$ cat src/rtl/ib_ram_update_ctrl_pkg.sv
// ib_ram_update_ctrl_pkg: shared FSM encoding, default widths and page-counter sizing.
package ib_ram_update_ctrl_pkg;
  typedef enum logic [1:0] {IDLE, DRAIN, LOAD, DONE} state_t;
  localparam int QUAN_SIZE     = 4;
  localparam int LUT_PORT_SIZE = 3;
  localparam int BANK_NUM      = 2;
  localparam int ENTRY_ADDR    = 5;
  function automatic int page_cnt_w(input int page_num);
    return (page_num > 1) ? $clog2(page_num) : 1;
  endfunction
endpackage

$ cat src/rtl/ib_ram_update_ctrl_drain_timer.sv
// ib_drain_timer: reloadable read-pipeline drain counter; expire flags the cycle the pipeline is empty.
module ib_drain_timer #(
  parameter int PIPELINE_DEPTH = 3
) (
  input  logic write_clk,
  input  logic rst,
  input  logic en,
  input  logic datapath_active,
  output logic expire
);
  localparam int CW = (PIPELINE_DEPTH > 0) ? $clog2(PIPELINE_DEPTH + 1) : 1;
  logic [CW-1:0] cnt_q, cnt_d;
  always_comb cnt_d = (!en || datapath_active || cnt_q == '0) ? CW'(PIPELINE_DEPTH) : cnt_q - 1'b1;
  assign expire = en && !datapath_active && cnt_q == '0;
  always_ff @(posedge write_clk) cnt_q <= rst ? '0 : cnt_d;
endmodule

$ cat src/rtl/ib_ram_update_ctrl.sv
// ib_ram_update_ctrl: drains the VNU read pipeline, then streams one frame region of LUT pages into the RAM write port.
// Optional IB_RAM_WR_CHKSUM_EN adds wr_chksum, the XOR of all data written by the current update.
module ib_ram_update_ctrl #(
  parameter int ENTRY_ADDR      = ib_ram_update_ctrl_pkg::ENTRY_ADDR,
  parameter int MULTI_FRAME_NUM = 2,
  parameter int LUT_PORT_SIZE   = ib_ram_update_ctrl_pkg::LUT_PORT_SIZE,
  parameter int BANK_NUM        = ib_ram_update_ctrl_pkg::BANK_NUM,
  parameter int PAGE_NUM        = 16,
  parameter int PIPELINE_DEPTH  = 3,
  parameter int ITER_MAX        = 10
) (
  input  logic                              write_clk,
  input  logic                              rst,
  input  logic                              update_req,
  input  logic                              update_frame,
  input  logic                              datapath_active,
  input  logic [LUT_PORT_SIZE*BANK_NUM-1:0] lut_data,
  input  logic                              lut_data_valid,
  output logic                              lut_data_ready,
  output logic [ENTRY_ADDR-1:0]             page_addr_ram,
  output logic [LUT_PORT_SIZE*BANK_NUM-1:0] ram_write_data_0,
  output logic                              ib_ram_we,
  output logic                              update_busy,
  output logic                              update_done,
  output logic [$clog2(ITER_MAX)-1:0]       iter_cnt,
  output logic                              last_iter
`ifdef IB_RAM_WR_CHKSUM_EN
  ,
  output logic [LUT_PORT_SIZE*BANK_NUM-1:0] wr_chksum
`endif
);
  import ib_ram_update_ctrl_pkg::*;
  localparam int DW  = LUT_PORT_SIZE * BANK_NUM;
  localparam int FW  = (MULTI_FRAME_NUM > 1) ? $clog2(MULTI_FRAME_NUM) : 1;
  localparam int AW  = ENTRY_ADDR - FW;
  localparam int PCW = page_cnt_w(PAGE_NUM);
  localparam int IW  = $clog2(ITER_MAX);
  state_t          state_q, state_d;
  logic [FW-1:0]   frame_q, frame_d;
  logic [PCW-1:0]  page_q, page_d;
  logic [ENTRY_ADDR-1:0] addr_q, addr_d;
  logic [DW-1:0]   data_q, data_d;
  logic [IW-1:0]   iter_q, iter_d;
  logic            we_q, we_d, ready_q, ready_d, busy_q, busy_d, done_q, done_d, last_q, last_d;
  logic            beat, last_beat, accept, expire;
  ib_drain_timer #(.PIPELINE_DEPTH(PIPELINE_DEPTH)) u_drain (
    .write_clk      (write_clk),
    .rst            (rst),
    .en             (state_q == DRAIN),
    .datapath_active(datapath_active),
    .expire         (expire)
  );
  always_comb begin
    beat      = state_q == LOAD && lut_data_valid;
    last_beat = beat && page_q == PCW'(PAGE_NUM - 1);
    accept    = state_q == IDLE && update_req;
    state_d   = state_q;
    unique case (state_q)
      IDLE:    state_d = update_req ? DRAIN : IDLE;
      DRAIN:   state_d = expire ? LOAD : DRAIN;
      LOAD:    state_d = last_beat ? DONE : LOAD;
      default: state_d = IDLE;
    endcase
    frame_d = accept ? FW'(update_frame) : frame_q;
    busy_d  = accept || (busy_q && state_q != DONE);
    done_d  = state_q == DONE;
    // ready is registered but looks ahead at state_d so it falls with the final beat
    ready_d = state_d == LOAD;
    we_d    = beat;
    data_d  = beat ? lut_data : data_q;
    addr_d  = beat ? {frame_q, AW'(page_q)} : addr_q;
    page_d  = last_beat ? '0 : beat ? page_q + 1'b1 : page_q;
    iter_d  = done_d ? (last_q ? '0 : iter_q + 1'b1) : iter_q;
    last_d  = iter_d == IW'(ITER_MAX - 1);
  end
  always_ff @(posedge write_clk) begin
    if (rst) begin
      state_q <= IDLE;
      frame_q <= '0;
      page_q  <= '0;
      addr_q  <= '0;
      data_q  <= '0;
      iter_q  <= '0;
      we_q    <= 1'b0;
      ready_q <= 1'b0;
      busy_q  <= 1'b0;
      done_q  <= 1'b0;
      last_q  <= 1'b0;
    end else begin
      state_q <= state_d;
      frame_q <= frame_d;
      page_q  <= page_d;
      addr_q  <= addr_d;
      data_q  <= data_d;
      iter_q  <= iter_d;
      we_q    <= we_d;
      ready_q <= ready_d;
      busy_q  <= busy_d;
      done_q  <= done_d;
      last_q  <= last_d;
    end
  end
  assign lut_data_ready   = ready_q;
  assign page_addr_ram    = addr_q;
  assign ram_write_data_0 = data_q;
  assign ib_ram_we        = we_q;
  assign update_busy      = busy_q;
  assign update_done      = done_q;
  assign iter_cnt         = iter_q;
  assign last_iter        = last_q;
`ifdef IB_RAM_WR_CHKSUM_EN
  logic [DW-1:0] chk_q, chk_d;
  always_comb chk_d = accept ? '0 : beat ? chk_q ^ lut_data : chk_q;
  always_ff @(posedge write_clk) chk_q <= rst ? '0 : chk_d;
  assign wr_chksum = chk_q;
`endif
endmodule

$ cat config.mk
export PLATFORM = sky130hd
export DESIGN_NAME = ib_ram_update_ctrl
export DESIGN_NICKNAME = d
export VERILOG_FILES = /design/src/rtl/ib_ram_update_ctrl_pkg.sv /design/src/rtl/ib_ram_update_ctrl_drain_timer.sv /design/src/rtl/ib_ram_update_ctrl.sv
export SDC_FILE = /design/constraint.sdc
export NUM_CORES = 1
export LEC_CHECK = 0
export ABC_AREA = 1
export CORE_ASPECT_RATIO = 1.25
export CORE_MARGIN = 2
export CORE_UTILIZATION = 30
export DETAILED_ROUTE_END_ITERATION = 8
export PLACE_DENSITY = 0.59
export SLEW_MARGIN = 0
export SYNTH_ARGS = -nofsm -noshare
export SYNTH_HDL_FRONTEND = slang
export SYNTH_SLANG_ARGS = --single-unit
$ cat constraint.sdc
create_clock -name write_clk -period 3.5 [get_ports write_clk]
set_clock_uncertainty 0.15 [all_clocks]
set_input_delay 0.7 -clock write_clk [delete_from_list [all_inputs] [get_ports write_clk]]
set_output_delay 0.7 -clock write_clk [all_outputs]
set_load 0.02 [all_outputs]
==> summary.md <==
| Metric | Value |
|---|---|
| Largest family of logic cells by synthesized area | `simple AND/OR/NAND/NOR gates` |
| DR vias/cell | `4.56` |
| Logic pwr share | `0.070` |
| Final instance area | `0.00160 mm^2` |
| Final setup TNS | `0 ps` |
| Syn Area/Cell | `7.38 um^2` |
| Fmax | `471 MHz` |
| XOR/XNOR Fraction of Synth Area | `0.00746` |
| Startpoint types | `flip-flop` |
| Seq pwr share | `0.520` |
| MaxCap Viol Count | `0` |
| Top_reg_cell synth | `dfxtp_1` |
| Clock buffer depth | `2` |
| CP required | `2650 ps` |
| Commonest cells post-synth | `45 x nand2_1, 29 x dfxtp_1, 24 x inv_1` |
| Number of post-CTS setup repair buffers | `0` |
| Worst-Skew Late Latency | `270 ps` |
| First DRT Iteration DRCs | `25` |
| Simple-gate portion of the synthesized area | `0.263` |
| Peak supply drop | `0.188 mV` |
| Crit end category | `primary output` |
| Initial Utilization | `0.313` |
| WHS | `316 ps` |
| DP HPWL | `1730 um` |
| TritonCTS Buffers | `5` |
| Die Height | `73.9 um` |
| CTS tree | `done` |
| Ranking of synthesized cells by area | `dfxtp_1 49%, nand2_1 14%, inv_1 7.7%, a21oi_1 6.8%, nand3_1 4.7%` |
| Yosys cell types | `16` |
| Leakage | `0.688 nW` |
| First drt pass iteration count | `4` |
| Max-slew violations | `0` |
| Most common cell in the synthesized netlist | `nand2_1` |
| Hold-fix buffers, CTS | `0` |
| Vias | `1067` |
| CP top delay family | `buffers and inverters` |
| Ys Warns | `0` |
| # setup viols final | `0` |
| Pre-CTS setup slack | `1150 ps` |
| Critical path class | `flip-flop to primary output` |
| Slew headroom | `0.794` |
| Sw Pwr | `142 uW` |
| RSZ-0062 raised after global routing | `false` |
| Area share of fa/ha/maj cells after synthesis | `0.0320` |
| Asr flop ratio synth | `0` |
| RD Place Congestion | `0.806` |
| Slowest stage delay, CP | `620 ps` |
| Largest net degree at the start of global routing | `18` |
| EDFF count, synth | `0` |
| Synth Area in Compound Gates | `0.102` |
| Final wirelength | `2380 um` |
| Count of fill cells added during filler insertion | `407` |
| Diodes inserted | `0` |
| Vias in the first global route | `1013` |
| Largest area contributor in the netlist | `dfxtp_1` |
| Synth top area share | `0.495` |
| Clock Power Share | `0.410` |
| Sw Share | `0.216` |
| Post_cts resized | `0` |
| GR Overflow Total | `0` |
| Hold crit path type | `flip-flop to flip-flop` |
| Pwr/cell area | `409 mW/mm^2` |
| Worst-path clk slew | `60 ps` |
| Root Driver | `clkbuf_8` |
| Internal power | `515 uW` |
| Arrival time worst endpoint | `1270 ps` |
| Worst slew pin tran | `309 ps` |
| Slowest CP cell | `clkdlybuf4s50_1` |
| Post-DRT Antenna Nets | `0` |
| Final hold vios | `0` |
| Max FO, Critical Path | `4` |
| Cell Chain, Critical Path | `clkdlybuf4s50_1` |
| Core area | `0.00375 mm^2` |
| # rows | `25` |
| Initial antenna violation count | `0` |
| Placed insts | `227` |
| Drt wl/cell | `10.2 um` |
| Die area | `0.00443 mm^2` |
| Syn-to-layout area delta | `36.7%` |
| IO buf count | `31` |
| Ports | `32` |
| Post-Layout Cell Count | `234` |
| Mapped cell area | `0.00117 mm^2` |
| Final #Nets | `209` |
| Sink Count | `29` |
| Mux cell area share after synthesis | `0` |
| Worst Slack Setup Final | `1380 ps` |
| Die W | `59.9 um` |
| Synth Net Count | `174` |
| Register area share after synthesis | `0.495` |
| Fraction of layout cells with a size suffix above 1 | `0.0515` |
| WP buf/inv | `1` |
| Status | `finished clean` |
| Dpl cell area | `0.00152 mm^2` |
| Drc violations | `0` |
| H-Tree Level Count | `2` |
| Final period utilization | `0.606` |
| Global Route Usage Sum | `0.122` |
| Final min period | `2120 ps` |
| Cells after Synth | `159` |
| Flops & latches, synth | `29` |
| First-pass GRT wire length | `4080 um` |
## area by class of cell
cell class / count / area (um^2) / area share
flip-flops and latches: 29 / 581 / 0.362
multi-input cells: 101 / 475 / 0.296
inverters: 25 / 93.8 / 0.0585
repair buffers: 32 / 318 / 0.198
clock buffers: 7 / 86.3 / 0.0538
well taps: 40 / 50.0 / 0.0312
## cells in the final DEF, fill, tap and decap left out
master / instances
dfxtp_1: 29
nand2_1: 45
xor2_1: 1
nand2_2: 1
nand3_1: 11
buf_4: 1
nand3_4: 1
clkdlybuf4s50_1: 31
ha_1: 3
inv_2: 1
nand4_1: 2
inv_1: 24
clkbuf_1: 1
o21ai_0: 8
clkbuf_8: 6
nor2_1: 13
a21oi_1: 16
## stage by stage
step	util	total power, mW
final	0.427	0.656
after global routing	0.427	0.689
after CTS	0.427	0.668
after detailed placement	0.404	0.395
after global placement	0.404	0.395
after floorplan	-	0.371
## layer usage
layer,vias to the layer above,GRT usage,part of all wire
met5,-,0,0
met4,0,0.0519,0.016
met3,6,0.0557,0.067
met2,26,0.193,0.47
met1,470,0.142,0.44
li1,565,-,-
## registers in the layout, indices dropped and copies added, names as in the netlist, 2 cells and up
register and cells:
state_q 2, u_drain.cnt_q 2, ram_write_data_0 6, iter_cnt 4
page_q 4, page_addr_ram 5
## worst reg2reg max path, stage by stage, from the launching register on
cell and delay, ps:
dfxtp_1 500, nand3_4 240, inv_2 270, nand2_1 120, nand2_1 150, inv_1 50, nand2_1 60, inv_1 30
## power groups by stage
| stage | registers, mW | clock network [mW] | logic (mW) |
|---|---|---|---|
| after floorplan | 0.350 | 0 | 0.0207 |
| after global placement | 0.348 | 0 | 0.0465 |
| after detailed placement | 0.348 | 0 | 0.0465 |
| after CTS | 0.341 | 0.281 | 0.0467 |
| after global routing | 0.342 | 0.295 | 0.0520 |
| final | 0.341 | 0.269 | 0.0460 |
## path summary, 6_finish.rpt
check	endpoint	cells past startpoint	slack, ps	from
setup / recovery	last_iter	1	1380	last_iter
hold / removal	page_addr_ram[1]	2	320	page_addr_ram[1]
hold reg to reg	page_addr_ram[1]	2	320	page_addr_ram[1]
setup reg to reg	page_q[2]	7	1850	state_q[1]
## kinds of logic after synthesis
family / Yosys count
XOR/XNOR: 1
AO/OA/AOI/OAI: 24
AND/OR/NAND/NOR: 73
flip-flops: 29
buffers and inverters: 29
adder cells (fa/ha/maj): 3
(Power assumes the default switching activity.)
